## src/rtl/bht_predictor.sv

```systemverilog
// Branch history table: 2^INDEX_W two-bit saturating counters indexed by PC[INDEX_W+1:2], plus a misprediction counter.
// Ports: Clk/Clrn clock and async active-low reset; En global update enable; Pc_f -> Pred_state/Pred_taken fetch lookup;
//        Upd_valid/Upd_pc/Upd_taken/Upd_pred resolved-branch update; Miss_cnt saturating misprediction count.
// Latency: zero-cycle combinational prediction, updates land on the rising edge; no backpressure (En=0 freezes all state).
// Optional build macro BHT_BYPASS_EN: on a fetch/update index collision, forward the post-update counter to Pred_state.

module bht_predictor #(
    parameter int PC_W    = 32,
    parameter int INDEX_W = 4
) (
    input  logic            Clk,
    input  logic            Clrn,
    input  logic            En,
    input  logic [PC_W-1:0] Pc_f,
    output logic [1:0]      Pred_state,
    output logic            Pred_taken,
    input  logic            Upd_valid,
    input  logic [PC_W-1:0] Upd_pc,
    input  logic            Upd_taken,
    input  logic            Upd_pred,
    output logic [15:0]     Miss_cnt
);

    localparam int ENTRIES = 1 << INDEX_W;

    logic [1:0]         table_q [ENTRIES];
    logic [15:0]        miss_q;
    logic [INDEX_W-1:0] fetch_idx;
    logic [INDEX_W-1:0] upd_idx;
    logic               upd_fire;
    logic [1:0]         upd_cur;
    logic [1:0]         upd_next;

    // Word-aligned PCs: the two low bits and everything above the index are untagged.
    logic unused_pc_bits;
    assign unused_pc_bits = ^{Pc_f[PC_W-1:INDEX_W+2], Pc_f[1:0],
                              Upd_pc[PC_W-1:INDEX_W+2], Upd_pc[1:0]};

    assign fetch_idx = Pc_f[INDEX_W+1:2];
    assign upd_idx   = Upd_pc[INDEX_W+1:2];
    assign upd_fire  = Upd_valid & En;

    // Saturating step of the counter being trained.
    always_comb begin
        upd_cur  = table_q[upd_idx];
        upd_next = upd_cur;
        if (Upd_taken) begin
            if (upd_cur != 2'b11) upd_next = upd_cur + 2'b01;
        end else begin
            if (upd_cur != 2'b00) upd_next = upd_cur - 2'b01;
        end
    end

    always_ff @(posedge Clk or negedge Clrn) begin
        if (!Clrn) begin
            for (int i = 0; i < ENTRIES; i++) begin
                table_q[i] <= 2'b01;
            end
            miss_q <= '0;
        end else if (upd_fire) begin
            table_q[upd_idx] <= upd_next;
            if ((Upd_taken != Upd_pred) && (miss_q != 16'hFFFF)) begin
                miss_q <= miss_q + 16'd1;
            end
        end
    end

`ifdef BHT_BYPASS_EN
    // Forward the in-flight update so fetch sees the value the table will hold after this edge.
    always_comb begin
        Pred_state = table_q[fetch_idx];
        if (upd_fire && (upd_idx == fetch_idx)) begin
            Pred_state = upd_next;
        end
    end
`else
    // Stored value only; a colliding update becomes visible after the edge.
    assign Pred_state = table_q[fetch_idx];
`endif

    assign Pred_taken = Pred_state[1];
    assign Miss_cnt   = miss_q;

endmodule

```

## config.mk

```make
export PLATFORM = sky130hd
export DESIGN_NAME = bht_predictor
export DESIGN_NICKNAME = d
export VERILOG_FILES = /design/src/rtl/bht_predictor.sv
export SDC_FILE = /design/constraint.sdc
export NUM_CORES = 1
export LEC_CHECK = 0
export ABC_AREA = 1
export CAP_MARGIN = 15
export CORE_ASPECT_RATIO = 0.9
export CORE_MARGIN = 1.5
export CORE_UTILIZATION = 25
export CTS_BUF_LIST = sky130_fd_sc_hd__clkbuf_4 sky130_fd_sc_hd__clkbuf_8
export DETAILED_ROUTE_END_ITERATION = 10
export PLACE_DENSITY = 0.59
export SLEW_MARGIN = 20
export SYNTH_ARGS = -nofsm -noshare
export SYNTH_HDL_FRONTEND = slang
export SYNTH_SLANG_ARGS = --single-unit
```

## constraint.sdc

```tcl
create_clock -name Clk -period 2.4 [get_ports Clk]
set_input_delay 0.48 -clock Clk [delete_from_list [all_inputs] [get_ports Clk]]
set_output_delay 0.48 -clock Clk [all_outputs]
set_load 0.02 [all_outputs]
```

### Yosys cells after proc, flatten, opt, wreduce, memory -nomap -nowiden

Cells that the tools add are included.

* register bits after elaboration: 48
* output and inout port bits: 19
* input bits: 70
* logic and storage cells: 45

* mux-type cells: 12
* $lt $le $gt $ge: 3
* eq/ne operators: 3
* bitwise gates (word level): 3
* reductions and logical operators: 4
* add/subtract/negate cells: 3

Operators by type and width (count)
* bitwise mux 32 bit: 1
* adder 16 x 1 -> 16 bit (second input constant): 1
* binary-select mux 2 bit (select 4 bit): 2
* two-way mux 2 bit: 8
* inequality test 16 bit (second input constant): 1
* >= comparator 5 bit (second input constant): 2
* inverter 4 -> 5 bit: 2
* demux 2 bit (select 4 bit): 1
* less-than comparator 5 x 1 -> 1 bit (second input constant): 1
* adder 2 x 1 -> 2 bit (second input constant): 1
* logical AND 1 bit: 2
* inequality test 2 bit (second input constant): 1
* AND reduction 2 bit: 1
* nonzero test 2 bit: 1
* subtractor 2 x 1 -> 2 bit (second input constant): 1
* bitwise AND 1 bit: 1
* inequality test 1 bit: 1

### Longest topological paths before layout

* word-level depth: 8
* gate-level depth with buffers: 14
* mapped depth without buffers: 12

### Worst setup path before layout

OpenSTA, ideal clock, no wires.

* path kind: in2out
* start point: input Pc_f[2]
* end point: output Pred_state[1]
* arrival time: 1.551 ns
* cell stages on the path: 7
* setup slack: 0.369 ns
* buffers on the path: 2
* required time: 1.920 ns
* path through: inv_1 clkbuf_1 nor2_1 o221ai_1 o211ai_1 nand2_1 buf_4

* longest elaborated chain between the ends: 4

Ends and longest elaborated chain
* start: declaration: RTL line 14 `input logic [PC_W-1:0] Pc_f,`
* inverter 4 -> 5 bit (implied by the code): RTL line 78 `assign Pred_state = table_q[fetch_idx];`
* binary-select mux 2 bit (select 4 bit): RTL line 78
* two-way mux 2 bit (implied by the code) (2 in series): RTL line 78
* end: declaration: RTL line 15 `output logic [1:0] Pred_state,`

No other way between the ends. The select of a mux whose other input is x is not followed.

### Worst setup path after layout

* start point: input Pc_f[3]
* end point: output Pred_state[0]

Same word-level chain as after synthesis.

==> metrics.md <==
| Metric | Value |
|---|---|
| Outcome | finished, final reports clean |
| Worst-skew pair later-pin latency | 0.32 ns |
| Relative slew slack | 0.735 |
| Via Count | 2829 |
| Reg2reg start | Miss_cnt[0] |
| Layout cell share with drive strength beyond 1 | 0.117 |
| Yosys top cell area share | 0.269 |
| Gp weighted congestion | 0.850 |
| Core area | 11500 sq um |
| Die width | 118 um |
| Hold Crit Class | in -> async |
| Crit-path max FO | 8 |
| First-pass GRT wire length | 13.7 mm |
| Total GRT Usage | 0.135 |
| Buf+Inv Stages, Crit Path | 3 |
| RSZ-0062 raised after global routing | false |
| Area grow syn2layout | 21.8% |
| Post-layout nets | 540 |
| Netlist cell types | 27 |
| Vias in the first global route | 2856 |
| Initial antenna violation count | 0 |
| Setup CP Type | in -> out |
| Vias per cell | 4.52 |
| Largest net degree at the start of global routing | 33 |
| Slowest CP cell | clkdlybuf4s50_1 |
| Clock root cell | clkbuf_8 |
| Overall Power | 2.25 mW |
| Syn nets | 501 |
| Worst vdd ir | 0.373 mV |
| Htree depth | 2 |
| CTS tree | done |
| Worst Tran Pin Value | 0.398 ns |
| Synth area leaders | dfrtp_1 27%, nand2_1 21%, dfstp_2 14%, nand3_1 7.9%, nor2_1 5.9% |
| Clock-pin slew on the worst setup and hold paths | 0.10 ns |
| I/O pin count | 89 |
| Die Height | 106 um |
| Row count | 37 |
| WP data required | 1.92 ns |
| Sequence of cells on the critical path | clkdlybuf4s50_1 -> buf_6 -> o21ai_0 -> o221ai_1 -> nand3_1 -> nand2_1 -> buf_2 |
| CP top delay family | buffers and inverters |
| Clock skew | 0.0109 ns |
| Largest stage delay on the critical path | 0.52 ns |
| Synth warn | 0 |
| Crit path DAT | 1.84 ns |
| CTS Buf Count | 5 |
| Clock Tree Buf Depth | 2 |
| Fmax | 0.432 GHz |
| Initial Util | 0.258 |
| Antenna viol nets, final | 0 |
| Total grt overflow | 0 |
| Drt pass-1 iters | 4 |
| DRT Wirelength | 8.07 mm |
| Mean Syn Cell Area | 6.91 sq um |
| Leading area contributor after synthesis | dfrtp_1 |
| N_diodes | 0 |
| CTS sink count | 48 |
| Final hold vios | 0 |
| Post-DP HPWL | 5.77 mm |
| Register area | 1220 sq um |
| Filler Cell Count | 1249 |
| Syn Inst Count | 430 |
| Final slew viol count | 0 |
| IO Port Bufs | 32 |
| Detailed Route Iter0 Violations | 198 |
| Sequential share of the synthesized area | 0.411 |
| Multi-input logic area | 1510 sq um |
| Mapped Area | 2970 sq um |
| Residual DRC | 0 |
| PwrDens | 622 nW/um^2 |
| Routed wire per std cell | 12.9 um |
| Post-CTS setup buffers | 0 |
| Final setup fails | 0 |
| Die footprint | 12600 sq um |
| Hold Slack | 0.0690 ns |
| Final period util | 0.965 |
| #FFs+latches synth | 48 |
| Crit. Startpoint | Pc_f[3] |
| Max-cap violations | 0 |
| CP Capture Type | output pin |
| Worst setup SP type | input port |
| Leakage | 1.74 nW |
| Period minus WS final | 2.32 ns |
[flip-flops by register name, indices dropped and copies added (netlist names)]
register,count
table_q,32
Miss_cnt,16
[layout make-up]
| cell class | count | area share |
|---|---|---|
| clock buffer | 6 | 0.0228 |
| clock inverter | 2 | 0.0107 |
| inverter | 42 | 0.0435 |
| multi-input combinational | 327 | 0.417 |
| sequential | 48 | 0.337 |
| tap | 156 | 0.0539 |
| timing repair buffer | 45 | 0.115 |
[where the power goes]
group | total, mW | internal, mW | switching, mW
registers | 1.06 | 0.951 | 0.114
clock network | 0.643 | 0.341 | 0.302
logic | 0.544 | 0.222 | 0.322
total | 2.25 | 1.51 | 0.738
[layout by cell type, fill, tap and decap left out, types with 2 or more instances in the layout]
cell type        count
xnor2_1              6
nor2_4               2
nor2_1              47
nor3_1               2
nand3_1             47
o211ai_1             2
nand2_2              6
inv_1               39
a21oi_1              2
clkdlybuf4s50_1     27
nand2_1            168
xor2_1               9
dfstp_2             16
clkbuf_8             6
o21ai_0             19
buf_4               13
nand4_1              5
buf_2                2
inv_2                3
o221ai_1             6
dfrtp_1             32
[worst paths after layout]
path / slack, ns / endpoint / cells past startpoint
worst min register to register: 0.49 / table_q[28] / 2
worst max register to register: 0.49 / Miss_cnt[6] / 9
worst min-delay path: 0.07 / Miss_cnt[13] / 1
worst max-delay path: 0.08 / Pred_state[0] / 7
min in group Clk: 0.49 / table_q[28] / 2
max in group asynchronous: 1.54 / table_q[8] / 2
[synth_stat cells]
| cell | n |
|---|---|
| nand2_1 | 169 |
| nand3_1 | 47 |
| nor2_1 | 47 |
| inv_1 | 40 |
| dfrtp_1 | 32 |
| o21ai_0 | 19 |
| dfstp_2 | 16 |
| xor2_1 | 9 |
| o221ai_1 | 6 |
| xnor2_1 | 6 |
| buf_4 | 5 |
| nand2_2 | 5 |
| nand4_1 | 5 |
| buf_2 | 4 |
| a21oi_1 | 2 |
| buf_6 | 2 |
| clkbuf_1 | 2 |
| inv_2 | 2 |
| nor2_4 | 2 |
| nor3_1 | 2 |
| o211ai_1 | 2 |
| ha_1 | 1 |
| nand2_4 | 1 |
| nor3_2 | 1 |
| o21ai_1 | 1 |
| o21ai_4 | 1 |
| o22ai_1 | 1 |
[metrics by stage]
stage / area, sq um / util / TNS (ns) / setup slack [ns] / cells
floorplan: 2970 / - / 0 / 0.369 / 430
global placement: 3510 / 0.304 / -1.29 / -0.450 / 618
detailed placement: 3510 / 0.304 / -1.27 / -0.444 / 618
CTS: 3610 / 0.313 / 0 / 0.0604 / 626
global route: 3620 / 0.314 / 0 / 0.00728 / 626
finish: 3620 / 0.314 / 0 / 0.0847 / 626
[routing by layer]
layer	wire length, um	global-route usage	vias up
met5	0	0	-
met4	88	0.0331	0
met3	518	0.0338	11
met2	3550	0.214	100
met1	3910	0.186	1291
li1	-	-	1427
[kinds of logic (layout without fill, tap and decap cells)]
family                     count (synthesis)  in the layout  synth area share
AOI/OAI and AO/OA                         32             32            0.0673
xor gates and xnor gates                  15             15            0.0442
adders and majority gates                  1              1           0.00421
buffers and inverters                     55             95            0.0825
DFF                                       48             48             0.411
and+or+nand+nor                          279            279             0.391
[timing repair]
item	in CTS	in global routing
resized for setup	13	5
setup endpoints to repair	3	3
hold buffers	0	0
pin swaps	1	0
(Power assumes the default switching activity.)
